**src/rtl/serial_subtractor_pkg.sv**
```systemverilog
// Shared types and defaults for the bit-serial subtractor.
// Used by serial_subtractor (optional error logic: SERIAL_SUBTRACTOR_ERR_EN).
package serial_subtractor_pkg;

    localparam int SERIAL_SUB_DW = 4;

    typedef enum logic [1:0] {
        IDLE,
        SHIFT,
        DONE
    } state_t;

endpackage

```
**src/rtl/full_subtractor_bit.sv**
```systemverilog
// One-bit full subtractor: d = x - a - bin, with borrow out.
module full_subtractor_bit (
    input  logic x,
    input  logic a,
    input  logic bin,
    output logic d,
    output logic bout
);

    assign d    = x ^ a ^ bin;
    assign bout = (~x & a) | (~x & bin) | (a & bin);

endmodule

```
**src/rtl/serial_subtractor.sv**
```systemverilog
// Bit-serial subtractor recovering B = X - A one bit per clock, valid/ready on both sides.
// Define SERIAL_SUBTRACTOR_ERR_EN to build the borrow/MSB error flag; otherwise err is tied to 0.
module serial_subtractor
    import serial_subtractor_pkg::*;
#(
    parameter int DATA_WIDTH = SERIAL_SUB_DW
) (
    input  logic                  clk,
    input  logic                  rst_n,
    input  logic                  in_valid,
    output logic                  in_ready,
    input  logic [DATA_WIDTH:0]   X,
    input  logic [DATA_WIDTH-1:0] A,
    output logic                  out_valid,
    input  logic                  out_ready,
    output logic [DATA_WIDTH-1:0] B,
    output logic                  err
);

    localparam int CNT_W = $clog2(DATA_WIDTH + 1);
    localparam logic [CNT_W-1:0] LAST_BIT = CNT_W'(DATA_WIDTH);

    state_t                state, state_next;
    logic [DATA_WIDTH:0]   x_q, a_q;
    logic [DATA_WIDTH-1:0] res_q, b_q;
    logic [CNT_W-1:0]      cnt;
    logic                  bor_q;
    logic                  bit_d, bit_bout;
    logic                  last_bit;

    assign last_bit  = (cnt == LAST_BIT);
    assign in_ready  = (state == IDLE);
    assign out_valid = (state == DONE);
    assign B         = b_q;

    full_subtractor_bit u_bit (
        .x   (x_q[cnt]),
        .a   (a_q[cnt]),
        .bin (bor_q),
        .d   (bit_d),
        .bout(bit_bout)
    );

    // NOTE: state flops use non-blocking assignments so every register samples pre-edge values.
    always_ff @(posedge clk or negedge rst_n) begin
        if (!rst_n) state <= IDLE;
        else        state <= state_next;
    end

    always_comb begin
        // NOTE: default assigned first so no path through the case leaves state_next unassigned (no latch).
        state_next = state;
        case (state)
            IDLE:    if (in_valid)  state_next = SHIFT;
            SHIFT:   if (last_bit)  state_next = DONE;
            DONE:    if (out_ready) state_next = IDLE;
            default: state_next = IDLE;
        endcase
    end

    // NOTE: every datapath register is reset so a discarded operation never leaks into B.
    always_ff @(posedge clk or negedge rst_n) begin
        if (!rst_n) begin
            x_q   <= '0;
            a_q   <= '0;
            res_q <= '0;
            b_q   <= '0;
            cnt   <= '0;
            bor_q <= 1'b0;
        end else begin
            case (state)
                IDLE: if (in_valid) begin
                    x_q   <= X;
                    a_q   <= {1'b0, A};
                    bor_q <= 1'b0;
                    cnt   <= '0;
                end
                SHIFT: begin
                    bor_q <= bit_bout;
                    cnt   <= cnt + 1'b1;
                    // Low bits enter at the MSB and settle into place after DATA_WIDTH shifts.
                    if (last_bit) b_q   <= res_q;
                    else          res_q <= {bit_d, res_q[DATA_WIDTH-1:1]};
                end
                default: ;
            endcase
        end
    end

`ifdef SERIAL_SUBTRACTOR_ERR_EN
    logic err_q;

    // Final borrow means X < A; the top difference bit means X - A overflows DATA_WIDTH.
    always_ff @(posedge clk or negedge rst_n) begin
        if (!rst_n)                        err_q <= 1'b0;
        else if (state == SHIFT && last_bit) err_q <= bit_bout | bit_d;
    end

    assign err = err_q;
`else
    assign err = 1'b0;
`endif

endmodule

```
**config.mk**
```make
export PLATFORM = sky130hd
export DESIGN_NAME = serial_subtractor
export DESIGN_NICKNAME = d
export VERILOG_FILES = /design/src/rtl/serial_subtractor_pkg.sv /design/src/rtl/full_subtractor_bit.sv /design/src/rtl/serial_subtractor.sv
export SDC_FILE = /design/constraint.sdc
export NUM_CORES = 1
export LEC_CHECK = 0
export BUFFER_PORTS_ARGS = -buffer_cell sky130_fd_sc_hd__buf_4
export CORE_ASPECT_RATIO = 1.4
export CORE_MARGIN = 2
export CORE_UTILIZATION = 45
export CTS_CLUSTER_SIZE = 16
export DETAILED_ROUTE_END_ITERATION = 16
export PLACE_DENSITY = 0.67
export SETUP_SLACK_MARGIN = 0.2
export SLEW_MARGIN = 20
export SYNTH_ARGS = -nofsm -noshare
export SYNTH_HDL_FRONTEND = slang
export SYNTH_SLANG_ARGS = --single-unit
```
**constraint.sdc**
```tcl
create_clock -name clk -period 3 [get_ports clk]
set_clock_uncertainty 0.1 [all_clocks]
set_input_delay 0.9 -clock clk [delete_from_list [all_inputs] [get_ports clk]]
set_output_delay 0.9 -clock clk [all_outputs]
set_load 0.01 [all_outputs]
```
### Word level (Yosys, flattened, before mapping)

Index checks and enable logic that the tools add are counted.

| storage, ports and cells | value |
|---|---|
| bits of input ports | 13 |
| word-level logic and storage cells | 43 |
| bits in registers | 23 |

| cells by class | value |
|---|---|
| bitwise operators | 9 |
| add/subtract/negate cells | 1 |
| magnitude comparators | 1 |
| reductions and logical operators | 7 |
| equality and inequality tests | 6 |
| mux-type cells | 12 |

Operators by type and width:

| cell | count |
|---|---|
| AND reduction 2 bit | 4 |
| binary-select mux 1 bit (select 3 bit) | 2 |
| 2-to-1 mux 2 bit | 3 |
| case mux 2 bit (3 select lines) | 1 |
| case mux 3 bit (2 select lines) | 1 |
| < comparator 3 x 4 -> 1 bit, second input constant | 1 |
| != test 2 bit, second input constant | 2 |
| adder 3 x 1 -> 3 bit, second input constant | 1 |
| AND 1 bit | 3 |
| equality test 3 bit, second input constant | 1 |
| 2-to-1 mux 1 bit | 3 |
| 2-to-1 mux 3 bit | 1 |
| AND reduction 3 bit | 1 |
| equality test 2 x 1 -> 1 bit, second input constant | 1 |
| equality test 2 bit, second input constant | 1 |
| logical NOT 2 bit | 1 |
| != test 2 x 1 -> 1 bit, second input constant | 1 |
| inverter 1 bit | 2 |
| bitwise OR 1 bit | 2 |
| case mux 1 bit (2 select lines) | 1 |
| nonzero test 2 bit | 1 |
| XOR 1 bit | 2 |

### Depth between registers and ports, before layout

Gate-level depths: netlist of run 1.

| logic depth | value |
|---|---|
| depth in word-level cells | 7 |
| depth in mapped cells | 6 |
| gate-level depth less buffers | 5 |

### By module

A second synthesis of run 1 with hierarchy kept.

| second synthesis, totals | value |
|---|---|
| cell total of the unflattened synthesis | 76 |
| area, all modules | 1,107.3 um^2 |

Modules (own cells, without submodules):

| module | cells each | area each (um^2) | instances |
|---|---|---|---|
| serial_subtractor | 73 | 1,079.8 | 1 |
| full_subtractor_bit | 3 | 27.5 | 1 |

### Least setup slack after synthesis of run 1

No wires, ideal clock.

| timing path | value |
|---|---|
| path kind | reg-to-reg |
| start point | reg cnt[0] |
| end point | reg bor_q |
| arrival time | 1.613 ns |
| cell stages (with the launch flop) | 5 |
| library setup time | 0.121 ns |
| required time | 2.779 ns |
| path slack | 1.166 ns |
| cell sequence | dfrtp_1 mux4_2 nor2b_1 fa_1 a22o_1 |

| between the ends | value |
|---|---|
| longest elaborated chain between the ends | 7 |
| elaborated cells on any way between the ends | 11 |
| classes of those cells | mux: 5; bitwise: 6 |

Ends and longest elaborated chain:

| what | line | text |
|---|---|---|
| from (decl) | serial_subtractor.sv:26 | `logic [CNT_W-1:0] cnt;` |
| from (signal assigned) | serial_subtractor.sv:80 | `cnt <= cnt + 1'b1;` |
| binary-select mux 1 bit (select 3 bit) | serial_subtractor.sv:37 | `.x (x_q[cnt]),` |
| 2-to-1 mux 1 bit (not written as such) | serial_subtractor.sv:37 |  |
| inverter 1 bit | full_subtractor_bit.sv:11 | `assign bout = (~x & a) \| (~x & bin) \| (a & bin);` |
| AND 1 bit | full_subtractor_bit.sv:11 |  |
| bitwise OR 1 bit | full_subtractor_bit.sv:11 |  |
| bitwise OR 1 bit * | full_subtractor_bit.sv:11 |  |
| case mux 1 bit (2 select lines) * | serial_subtractor.sv:71 | `case (state)` |
| to (signal assigned) | serial_subtractor.sv:79 | `bor_q <= bit_bout;` |
| to (decl) | serial_subtractor.sv:27 | `logic bor_q;` |

Mark *: on every way between the ends. The rest lies on a longest branch, timed or not. The select of a mux whose other input is x is not followed.
A chain may end at the register's enable or synchronous reset.

### Final worst setup path of run 1

| timing path | value |
|---|---|
| start point | reg state[0] |
| end point | out out_valid |

| between the ends | value |
|---|---|
| longest elaborated chain between the ends | 1 |

Ends and longest elaborated chain:

| what | line | text |
|---|---|---|
| from (decl) | serial_subtractor.sv:23 | `state_t state, state_next;` |
| from (signal assigned) | serial_subtractor.sv:47 | `else state <= state_next;` |
| equality test 2 bit | serial_subtractor.sv:33 | `assign out_valid = (state == DONE);` |
| to (decl) | serial_subtractor.sv:14 | `output logic out_valid,` |

No other way between the ends.

==> results of run 1 <==
==> kinds of logic after synthesis <==
group / synth area share, %
buffers and inverters: 3.68
flip-flops: 54.6
adder cells (fa/ha/maj): 4.28
multiplexers: 24.2
other: 0.356
AND/OR/NAND/NOR: 8.20
AO/OA/AOI/OAI: 4.63
==> critical path: stages, from the launching register on <==
cell     delay [ps]
dfrtp_1         440
or2b_2          310
inv_1            50
buf_4           110
==> power breakdown <==
part	switching (W)	leakage (nW)	total, W	internal, W
registers	0.000119	0.278	0.000585	0.000466
clock network	0.0000903	0.0177	0.000140	0.0000499
logic	0.000219	0.281	0.000553	0.000334
total	0.000429	0.577	0.00128	0.000850
==> cell usage after synthesis (2+ instances only) <==
cell / number / area, um^2
mux2_2: 18 / 203
nor2_1: 2 / 7.51
ha_1: 2 / 25.0
a22o_1: 3 / 26.3
mux2i_1: 3 / 30.0
inv_1: 4 / 15.0
o21ai_0: 2 / 10.0
dfrtp_1: 23 / 576
==> metrics by stage <==
stage	hold slack [ps]	instance area [um^2]	instances	total power, W	setup WS [ps]
after floorplan	375	1050	75	0.00100	1170
after global placement	389	1190	112	0.00113	1130
after detailed placement	398	1190	112	0.00116	1080
after CTS	356	1220	116	0.00130	780
after global routing	349	1220	116	0.00139	733
final	351	1220	116	0.00128	785
==> metal layers <==
layer | up-vias | wire [um] | global-route usage [%]
met4 | 0 | 39 | 8.82
met3 | 5 | 66 | 2.64
met2 | 17 | 879 | 24.4
met5 | - | 0 | 0
li1 | 295 | - | -
met1 | 309 | 639 | 16.7
==> area by class of cell <==
type                       count  area [um^2]  share of cell area [%]
sequential                    23          576                    47.2
timing repair buffer          18          135                    11.1
clock buffer                   3         22.5                    1.85
multi-input combinational     45          439                    36.0
inverter                       4         15.0                    1.23
clock inverter                 1         5.00                   0.410
tap                           22         27.5                    2.26
==> sequential cells by signal, indices dropped and copies added (netlist names) <==
register  flops
x_q           5
a_q           4
bor_q         1
res_q         4
B             4
state         2
cnt           3
==> how the worst max path moves through the flow <==
stage,from,end
2_1_floorplan,cnt[0],bor_q
3_3_place_gp,cnt[0],bor_q
3_5_place_dp,cnt[0],bor_q
4_1_cts,state[0],out_valid
5_1_grt,state[0],out_valid
6_report,state[0],out_valid
==> results.sh, run 1 <==
export IMPL_avgSynthCellArea_um2=14.0
export IMPL_fin_nets=111
export IMPL_worstPathRequired_ps=2000
export IMPL_cts_tree="yes"
export IMPL_finalCriticalPeriod_ps=2220
export IMPL_die_height_um=61.3
export IMPL_syn_area_um2=1050
export IMPL_routed_wl_um=1630
export IMPL_fin_tns_setup_ps=0
export IMPL_yosysSeqAreaShare_pct=54.6
export IMPL_clkSinkCount=23
export IMPL_synthToLayoutAreaGrowth_pct=15.8
export IMPL_reg2reg_from="cnt[0]"
export IMPL_worstSetupPathType="register to primary output"
export IMPL_drv_slew=0
export IMPL_cts_htree_levels=1
export IMPL_setup_viol=0
export IMPL_antenna_cells=0
export IMPL_ys_ff_latch=23
export IMPL_final_core_util_pct=55.4
export IMPL_grt_overflow=0
export IMPL_yosysUniqueCellTypes=26
export IMPL_r2r_end="bor_q"
export IMPL_pin_count=20
export IMPL_synth_fp_nets=91
export IMPL_numPortBuffers=18
export IMPL_cp_start_kind="register"
export IMPL_start_util_pct=47.8
export IMPL_drive_gt1_share_pct=48.9
export IMPL_postSynthCellCount=75
export IMPL_rrSetupSlack_ps=1050
export IMPL_post_cts_setup_buffers=0
export IMPL_cts_path_max_buffers=2
export IMPL_period_share_pct=73.8
export IMPL_grt_pass1_vias=611
export IMPL_hold_viol=0
export IMPL_end_kind="primary output"
export IMPL_vias_per_cell=5.40
export IMPL_row_count=20
export IMPL_root_buffer="clkbuf_4"
export IMPL_grt_pass1_wl_um=2750
export IMPL_grt_usage_pct=14.4
export IMPL_fmax_mhz=451
export IMPL_rr_worst_depth=4
export IMPL_path_max_fanout=5
export IMPL_gp_congestion=0.789
export IMPL_async_reset_ff_share_pct=100
export IMPL_dieArea_um2=2750
export IMPL_ys_warn_count=0
export IMPL_vias=626
export IMPL_antenna_found_initial=0
export IMPL_power_density_nw_per_um2=1050
export IMPL_rsz0062_at_grt="false"
export IMPL_first_pass_iters=4
export IMPL_clk_insertion_delay_late_ps=310
export IMPL_dpl_hpwl_um=1220
export IMPL_drt_iter0_drc=4
export IMPL_layout_commonest_cell="dfrtp_1"
export IMPL_worstPathArrival_ps=1220
export IMPL_synthFlopType="dfrtp_1"
export IMPL_path_clk_slew_ps=120
export IMPL_status="finished clean"
export IMPL_fill_cells=201
export IMPL_synth_enable_flop_cells=0
export IMPL_postCtsResizedCells=0
export IMPL_drc=0
export IMPL_routedWlPerCell_um=14.0
export IMPL_cap_violations=0
export IMPL_ir_worst_vdd_mv=0.522
export IMPL_grt_max_degree=24
export IMPL_final_cell_mix="dfrtp_1, mux2_2, buf_4"
export IMPL_hp_class="input port to asynchronous set/reset pin"
export IMPL_coreArea_um2=2200
export IMPL_die_w_um=44.9
export IMPL_p_leak_nw=0.577
export IMPL_cts_made_buffers=3
export IMPL_cts_hold_buf=0
export IMPL_ant_nets=0
Power figures use the tool's default switching activity.
==> inputs of run 2 (changes only) <==
- clock period: 3 -> 2.3 ns (I/O delays scaled with it)
==> run 2 against run 1 <==
Against the previous run: clock power is 29% higher; count of clock-buffer cells in the layout is 1 higher; setup slack got worse by 500 ps; combinational power is 32% higher; flip-flop and latch count is the same; register-to-register slack got worse by 700 ps; power grew 30%; critical endpoint unchanged; sequential share of layout area about the same; design area shrank 0.10%.
==> results.sh, run 2 (synthesis results as in run 1) <==
export IMPL_cap_violations=0
export IMPL_worstPathArrival_ps=1220
export IMPL_rsz0062_at_grt="false"
export IMPL_root_buffer="clkbuf_4"
export IMPL_synthToLayoutAreaGrowth_pct=15.7
export IMPL_r2r_end="bor_q"
export IMPL_worstSetupPathType="register to primary output"
export IMPL_dpl_hpwl_um=1190
export IMPL_p_int_w=0.00111
export IMPL_path_buf_inv=2
export IMPL_cp_start_kind="register"
export IMPL_swShare_pct=33.0
export IMPL_grt_max_degree=24
export IMPL_sequentialPowerShare_pct=45.3
export IMPL_postCtsResizedCells=0
export IMPL_drc=0
export IMPL_fill_cells=201
export IMPL_coreArea_um2=2200
export IMPL_p_sw_w=0.000547
export IMPL_cts_hold_buf=0
export IMPL_pin_count=20
export IMPL_routedWlPerCell_um=13.4
export IMPL_numPortBuffers=18
export IMPL_grt_pass1_vias=629
export IMPL_placed_cells=112
export IMPL_cts_htree_levels=1
export IMPL_clkSinkCount=23
export IMPL_clock_power_share_pct=10.8
export IMPL_antenna_found_initial=0
export IMPL_setup_viol=0
export IMPL_drt_iter0_drc=4
export IMPL_routed_wl_um=1560
export IMPL_ir_worst_vdd_mv=0.702
export IMPL_combPwrFrac_pct=43.9
export IMPL_critPathMaxStageDelay_ps=440
export IMPL_critical_path_slowest_cell="dfrtp_1"
export IMPL_path_max_fanout=5
export IMPL_p_leak_nw=0.574
export IMPL_drive_gt1_share_pct=47.9
export IMPL_power_w=0.00166
export IMPL_cp_top_family="flip-flops"
export IMPL_fin_tns_setup_ps=0
export IMPL_clk_insertion_delay_late_ps=300
export IMPL_worstPathRequired_ps=1510
export IMPL_status="finished clean"
export IMPL_end_kind="primary output"
export IMPL_antenna_cells=0
export IMPL_cts_tree="yes"
export IMPL_largest_reg_flops=5
export IMPL_reg2reg_from="cnt[0]"
export IMPL_crit_chain="or2b_2 -> inv_1 -> buf_4"
export IMPL_period_share_pct=87.6
export IMPL_vias_per_cell=5.31
export IMPL_final_cells=116
export IMPL_drv_slew=0
export IMPL_grt_pass1_wl_um=2650
export IMPL_hp_class="input port to asynchronous set/reset pin"
export IMPL_gp_congestion=0.828
export IMPL_grt_overflow=0
export IMPL_row_count=20
export IMPL_post_cts_setup_buffers=0
export IMPL_hold_viol=0
export IMPL_rr_worst_depth=4
export IMPL_path_clk_slew_ps=120
export IMPL_cp_startpoint="state[0]"
export IMPL_fin_nets=111
export IMPL_ant_nets=0
export IMPL_layout_commonest_cell="dfrtp_1"
export IMPL_dieArea_um2=2750
export IMPL_power_density_nw_per_um2=1360
export IMPL_cts_path_max_buffers=2
export IMPL_final_cell_mix="dfrtp_1, mux2_2, buf_4"
export IMPL_largest_register="x_q"
export IMPL_first_pass_iters=2
export IMPL_start_util_pct=47.8
export IMPL_rrSetupSlack_ps=350
export IMPL_finalCriticalPeriod_ps=2010
export IMPL_fmax_mhz=496
export IMPL_die_height_um=61.3
export IMPL_grt_usage_pct=13.5
export IMPL_die_w_um=44.9
export IMPL_vias=616
export IMPL_cts_made_buffers=3
run 2: cell types whose count changed in the layout (fill, tap and decap cells not counted), sizes merged:
cell | previous run | this run
clkbuf | 3 | 4
clkinv | 1 | 0
run 2: stage by stage:
step | worst slack, ps | cell area (um^2) | hold WS, ps | util (%)
floorplan | 466 | 1050 | 294 | -
global placement | 425 | 1190 | 388 | 54.1
detailed placement | 322 | 1190 | 392 | 54.1
CTS | 282 | 1220 | 153 | 55.3
global route | 237 | 1220 | 164 | 55.3
finish | 286 | 1220 | 146 | 55.3
run 2: worst max-delay path by stage:
stage	endpoint	cells past startpoint	slack, ps
2_1_floorplan	bor_q	4	470
3_3_place_gp	bor_q	4	430
3_5_place_dp	bor_q	4	320
4_1_cts	out_valid	3	280
5_1_grt	out_valid	3	240
6_report	out_valid	3	290
run 2: power groups by stage:
stage	Combinational, W	Sequential [W]	Clock [W]
detailed placement	0.000744	0.000766	0
global placement	0.000711	0.000763	0
finish	0.000729	0.000752	0.000180
CTS	0.000745	0.000757	0.000189
global route	0.000806	0.000780	0.000198
floorplan	0.000578	0.000730	0
run 2: layout make-up:
class,count,area [um^2],area share (%)
well taps,22,27.5,2.26
repair buffers,18,135,11.1
multi-input cells,45,439,36.0
clock buffers,4,26.3,2.16
flip-flops and latches,23,576,47.2
inverters,4,15.0,1.23
run 2: worst reg2reg max path: cells and delay by family, from the launching register on:
family          cells  cell delay (ps)
flops               1              490
fa+ha+maj           1              370
mux                 1              540
simple gates        1              150
compound gates      1              210
run 2: per-layer routing:
layer / global-route usage [%] / vias to the layer above / part of all wire (%)
met5: 0 / - / 0
met1: 14.4 / 306 / 40
met2: 24.4 / 14 / 54
li1: - / 294 / -
met3: 2.64 / 2 / 4.6
met4: 7.56 / 0 / 1.5
